===== src/rtl/fpu_dispatch.sv =====
// Request FIFO and single-issue sequencer in front of the double-precision fpu core.
// Results come back in request order, with a timeout guard against a hung core.
module fpu_dispatch #(
  parameter int DEPTH   = 4,
  parameter int TAG_W   = 4,
  parameter int TIMEOUT = 255
) (
  input  logic                       clk,
  input  logic                       rst,
  input  logic                       req_valid,
  output logic                       req_ready,
  input  logic [2:0]                 req_op,
  input  logic [1:0]                 req_rmode,
  input  logic [63:0]                req_a,
  input  logic [63:0]                req_b,
  input  logic [TAG_W-1:0]           req_tag,
  output logic                       fpu_enable,
  output logic [2:0]                 fpu_operation,
  output logic [1:0]                 fpu_rounding,
  output logic [63:0]                fpu_operand_a,
  output logic [63:0]                fpu_operand_b,
  input  logic [63:0]                fpu_out,
  input  logic                       fpu_ready,
  input  logic                       fpu_underflow,
  input  logic                       fpu_overflow,
  input  logic                       fpu_inexact,
  input  logic                       fpu_exception,
  input  logic                       fpu_invalid,
  output logic                       res_valid,
  input  logic                       res_ready,
  output logic [63:0]                res_data,
  output logic [4:0]                 res_flags,
  output logic                       res_timeout,
  output logic [TAG_W-1:0]           res_tag,
  output logic [$clog2(DEPTH):0]     fifo_count
);
  localparam int AW = $clog2(DEPTH);
  localparam int CW = AW + 1;

  typedef struct packed {
    logic [2:0]       op;
    logic [1:0]       rmode;
    logic [63:0]      a;
    logic [63:0]      b;
    logic [TAG_W-1:0] tag;
  } req_t;

  typedef enum logic [1:0] {IDLE, BUSY, DRAIN} state_t;

  req_t             mem [DEPTH];
  req_t             head;
  logic [AW-1:0]    wr_ptr, rd_ptr;
  logic [CW-1:0]    count;
  state_t           state, state_nxt;
  logic [15:0]      wait_cnt;
  logic [TAG_W-1:0] cur_tag;
  logic             push, issue, slot_free, got_ready, timed_out;

  assign req_ready  = (count != CW'(DEPTH));
  assign fifo_count = count;
  assign push       = req_valid && req_ready;
  assign slot_free  = !res_valid || res_ready;
  assign issue      = (state == IDLE) && (count != '0) && slot_free;
  assign head       = mem[rd_ptr];
  // The first BUSY cycle (wait_cnt==0) ignores a ready left over from the previous op.
  assign got_ready  = (state == BUSY) && (wait_cnt != '0) && fpu_ready;
  assign timed_out  = (state == BUSY) && !got_ready && (wait_cnt == 16'(TIMEOUT - 1));

  always_ff @(posedge clk) begin
    if (push) mem[wr_ptr] <= '{op: req_op, rmode: req_rmode, a: req_a, b: req_b, tag: req_tag};
  end

  always_ff @(posedge clk) begin
    if (rst) begin
      wr_ptr <= '0;
      rd_ptr <= '0;
      count  <= '0;
    end else begin
      if (push)  wr_ptr <= wr_ptr + 1'b1;
      if (issue) rd_ptr <= rd_ptr + 1'b1;
      case ({push, issue})
        2'b10:   count <= count + 1'b1;
        2'b01:   count <= count - 1'b1;
        default: count <= count;
      endcase
    end
  end

  always_ff @(posedge clk) begin
    if (rst) state <= IDLE;
    else     state <= state_nxt;
  end

  always_comb begin
    state_nxt = state;
    case (state)
      IDLE:    if (issue) state_nxt = BUSY;
      BUSY:    if (got_ready || timed_out) state_nxt = DRAIN;
      DRAIN:   state_nxt = IDLE;
      default: state_nxt = IDLE;
    endcase
  end

  always_comb begin
    fpu_enable = (state == BUSY);
  end

  always_ff @(posedge clk) begin
    if (rst) begin
      fpu_operation <= '0;
      fpu_rounding  <= '0;
      fpu_operand_a <= '0;
      fpu_operand_b <= '0;
      cur_tag       <= '0;
      wait_cnt      <= '0;
    end else if (issue) begin
      fpu_operation <= head.op;
      fpu_rounding  <= head.rmode;
      fpu_operand_a <= head.a;
      fpu_operand_b <= head.b;
      cur_tag       <= head.tag;
      wait_cnt      <= '0;
    end else if (state == BUSY) begin
      wait_cnt      <= wait_cnt + 1'b1;
    end
  end

  // Issue only happens with the slot free, so a capture never overwrites a pending result.
  always_ff @(posedge clk) begin
    if (rst) begin
      res_valid   <= 1'b0;
      res_data    <= '0;
      res_flags   <= '0;
      res_timeout <= 1'b0;
      res_tag     <= '0;
    end else if (got_ready) begin
      res_valid   <= 1'b1;
      res_data    <= fpu_out;
      res_flags   <= {fpu_invalid, fpu_exception, fpu_inexact, fpu_overflow, fpu_underflow};
      res_timeout <= 1'b0;
      res_tag     <= cur_tag;
    end else if (timed_out) begin
      res_valid   <= 1'b1;
      res_data    <= '0;
      res_flags   <= 5'b01000;
      res_timeout <= 1'b1;
      res_tag     <= cur_tag;
    end else if (res_valid && res_ready) begin
      res_valid   <= 1'b0;
    end
  end
endmodule


===== config.mk =====
export PLATFORM = sky130hd
export DESIGN_NAME = fpu_dispatch
export DESIGN_NICKNAME = d
export VERILOG_FILES = /design/src/rtl/fpu_dispatch.sv
export SDC_FILE = /design/constraint.sdc
export NUM_CORES = 1
export LEC_CHECK = 0
export CAP_MARGIN = 20
export CORE_UTILIZATION = 49
export DETAILED_ROUTE_END_ITERATION = 8
export PLACE_DENSITY = 0.82
export SYNTH_ARGS = -nofsm -noshare
export SYNTH_HDL_FRONTEND = slang
export SYNTH_SLANG_ARGS = --single-unit

===== constraint.sdc =====
create_clock -name clk -period 4.7 [get_ports clk]
set_input_delay 0.94 -clock clk [delete_from_list [all_inputs] [get_ports clk]]
set_output_delay 0.94 -clock clk [all_outputs]
set_load 0.02 [all_outputs]

==> flow_metrics.env <==
export IMPL_finalInstanceArea_um2=35810
export IMPL_io_pins=424
export IMPL_postSynth_asyncResetShare_pct=0
export IMPL_p_seq_share_pct=44.4
export IMPL_yosysWarnings=0
export IMPL_tns_ps=0
export IMPL_ctsRootBufferMaster="clkbuf_16"
export IMPL_relSlewSlack_pct=40.08
export IMPL_grt_setup_unrepaired="false"
export IMPL_dp_cells=2880
export IMPL_ir_drop_v=0.0005234
export IMPL_track_usage_pct=22.66
export IMPL_core_area_um2=56710
export IMPL_cts_sinks=785
export IMPL_nets=2424
export IMPL_dieArea_um2=58640
export IMPL_grt_max_degree=141
export IMPL_p_int_mw=14.18
export IMPL_syn_to_final_growth_pct=26.72
export IMPL_total_power_mw=20.24
export IMPL_path_clk_slew_ps=60
export IMPL_htree_levels=3
export IMPL_finalNonFillerCells=3029
export IMPL_wire_per_inst_um=21.78
export IMPL_p_comb_share_pct=26.1
export IMPL_grt_overflow_total=0
export IMPL_row_count=87
export IMPL_holdBufCountCts=0
export IMPL_drt_wl_total_mm=65.97
export IMPL_crit_path_start_kind="register"
export IMPL_r2r_setup_slack_ps=1870
export IMPL_synth_cells=1789
export IMPL_ys_seq_area_share_pct=75.02
export IMPL_dp_slack_ps=1024
export IMPL_antenna_found_initial=11
export IMPL_worst_slack_ps=1591
export IMPL_cap_violations=0
export IMPL_pwr_share_clk_pct=29.6
export IMPL_synth_edff_count=548
export IMPL_synth_seq_cells=785
export IMPL_vias_per_cell=5.560
export IMPL_grt_pass1_wl_mm=101.0
export IMPL_worstPathArrival_ps=2170
export IMPL_outcome="completed"
export IMPL_clk_latency_ps=610
export IMPL_place_area_um2=33300
export IMPL_fmax_mhz=321.6
export IMPL_crit_path_max_fanout=9
export IMPL_yosysTopAreaCell="edfxtp_1"
export IMPL_hp_class="register to register"
export IMPL_r2r_start="fifo_count[2]$_SDFFE_PP0P_"
export IMPL_syn_avg_cell_area_um2=15.80
export IMPL_period_needed_ps=3109
export IMPL_synth_ff_type="edfxtp_1"
export IMPL_io_buffers=423
export IMPL_yosysUniqueCellTypes=35
export IMPL_fillers=3843
export IMPL_cts_resized=0
export IMPL_via_count=16840
export IMPL_swShare_pct=29.97
export IMPL_slew_violations=0
export IMPL_dp_hpwl_mm=38.78
export IMPL_cts_inserted_buffers=78
export IMPL_cts_max_path_buffers=3
export IMPL_grt_pass1_vias=17390
export IMPL_endpoint="fpu_enable"
export IMPL_hold_viol_final=0
export IMPL_tritoncts="built"
export IMPL_yosysTopAreaCellShare_pct=58.23
export IMPL_die_h_um=242.2
export IMPL_synth_nets=2009
export IMPL_p_per_area_nw_per_um2=565.2
export IMPL_cp_data_required_time_ps=3760
export IMPL_multi_input_area_um2=6576
export IMPL_setup_viol=0
export IMPL_syn_area_um2=28260
export IMPL_path_class="register to output pin"
export IMPL_regToRegEndpoint="wait_cnt[0]$_SDFFE_PP0N_"
export IMPL_layout_drive_gt1_share_pct=12.52
export IMPL_ff_latch_area_um2=21210
export IMPL_drc=0
export IMPL_die_w_um=242.2
export IMPL_worstMarginPinSlew_ps=898.9
export IMPL_ff2ff_path_depth=5
export IMPL_yosys_top_cells_area="edfxtp_1 58%, dfxtp_1 17%, mux4_2 11%, nand2_1 4.7%, a21oi_1 3.7%"
export IMPL_p_leak_nw=11.58
export IMPL_min_period_over_period_pct=66.15
export IMPL_start_util_pct=49.83
export IMPL_critical_path_endpoint_type="output pin"
export IMPL_fin_skew_ps=20.98
export IMPL_drt_pass1_iter_count=7
export IMPL_p_switching_mw=6.066
export IMPL_drt_iter0_drc=937
export IMPL_gp_congestion=0.9300
export IMPL_worstSetupStartpoint="state[1]$_SDFFE_PP0P_"
export IMPL_antenna_left=0
export IMPL_post_cts_buffers=0
==> cell usage after synthesis (3+ instances only) <==
master and number:
nor2_1 27, dfxtp_1 237, ha_1 8, buf_1 6
buf_2 22, mux2i_1 4, edfxtp_1 548, inv_1 11
mux4_2 137, xnor2_1 8, nor3_1 5, xor2_1 11
nand2_1 352, nand3_1 77, clkbuf_1 84, nor4_1 3
a21oi_1 211, and3_1 7, nand2b_1 11
==> placed cells by master, fill, tap and decap left out, types with 10 or more instances in the layout <==
master,Yosys,final
nand2b_1,11,11
buf_4,0,17
edfxtp_1,548,548
inv_1,11,11
clkbuf_16,0,82
nor2_1,27,27
xor2_1,11,11
clkbuf_1,84,24
clkinv_1,2,12
clkdlybuf4s50_1,0,422
dfxtp_1,237,235
clkbuf_8,0,10
nand3_1,77,77
a21oi_1,211,211
nand2_1,352,352
mux4_2,137,137
==> logic make-up (layout without fill, tap and decap cells) <==
kind of cell,Yosys count,count (layout),synth area share [%]
buffers and inverters,126,606,1.798
DFF,785,785,75.02
xor gates and xnor gates,19,19,0.5889
adders and majority gates,9,9,0.4251
other,0,4,0
muxes,141,141,11.06
and+or+nand+nor,492,492,7.199
AOI/OAI and AO/OA,217,217,3.910
==> registers in the layout (all words and copies together), names as in the netlist <==
register,flops
state,2
fpu_operand_a,64
fifo_count,3
res_data,64
res_tag,4
wait_cnt,16
rd_ptr,2
cur_tag,4
wr_ptr,2
fpu_operand_b,64
res_timeout,1
res_flags,5
mem,548
fpu_operation,3
fpu_rounding,2
res_valid,1
==> through the flow <==
stage | hold slack [ps] | util [%]
2_1_floorplan | 436.8 | -
3_3_place_gp | 442.3 | 58.72
3_5_place_dp | 447.9 | 58.72
4_1_cts | 455.0 | 63.12
5_1_grt | 473.5 | 63.14
6_report | 453.4 | 63.14
==> worst max-delay path: stages, from the launching register on <==
cell and delay, ps:
dfxtp_1 420, nand2b_1 210, clkinv_1 240, clkdlybuf4s50_1 680
==> layout make-up <==
cell class | instances | area share [%]
diodes | 4 | 0.02795
clock buffers | 116 | 6.366
clock inverters | 29 | 0.6010
inverters | 13 | 0.1433
multi-input cells | 878 | 18.36
flip-flops and latches | 785 | 59.22
well taps | 756 | 2.642
repair buffers | 448 | 12.63
==> power groups by stage <==
stage | Sequential (mW) | Combinational (mW) | Clock, mW
2_1_floorplan | 9.59 | 2.57 | 0
3_3_place_gp | 9.06 | 5.22 | 0
3_5_place_dp | 9.12 | 5.31 | 0
4_1_cts | 8.99 | 5.37 | 6.12
5_1_grt | 9.08 | 5.67 | 6.39
6_report | 8.98 | 5.28 | 5.98
==> how the worst min path moves through the flow <==
stage	from	endpoint	slack, ps	cells past startpoint
3_3_place_gp	fpu_operation[0]$_SDFFE_PP0P_	fpu_operation[0]$_SDFFE_PP0P_	440	2
5_1_grt	fpu_operand_b[51]$_SDFFE_PP0P_	fpu_operand_b[51]$_SDFFE_PP0P_	470	2
2_1_floorplan	cur_tag[0]$_SDFFE_PP0P_	cur_tag[0]$_SDFFE_PP0P_	440	2
4_1_cts	fpu_operand_a[40]$_SDFFE_PP0P_	fpu_operand_a[40]$_SDFFE_PP0P_	460	2
3_5_place_dp	fpu_operand_a[40]$_SDFFE_PP0P_	fpu_operand_a[40]$_SDFFE_PP0P_	450	2
6_report	fpu_operand_a[40]$_SDFFE_PP0P_	fpu_operand_a[40]$_SDFFE_PP0P_	450	2
==> metal layers <==
metal	up-vias	track usage, %	part of all wire (%)
met1	8467	26.41	37
met4	14	9.270	3.1
met3	131	6.580	8.4
met5	-	0	0.14
met2	730	39.24	51
li1	7498	-	-
No activity file was read; power rests on OpenSTA's default activity.
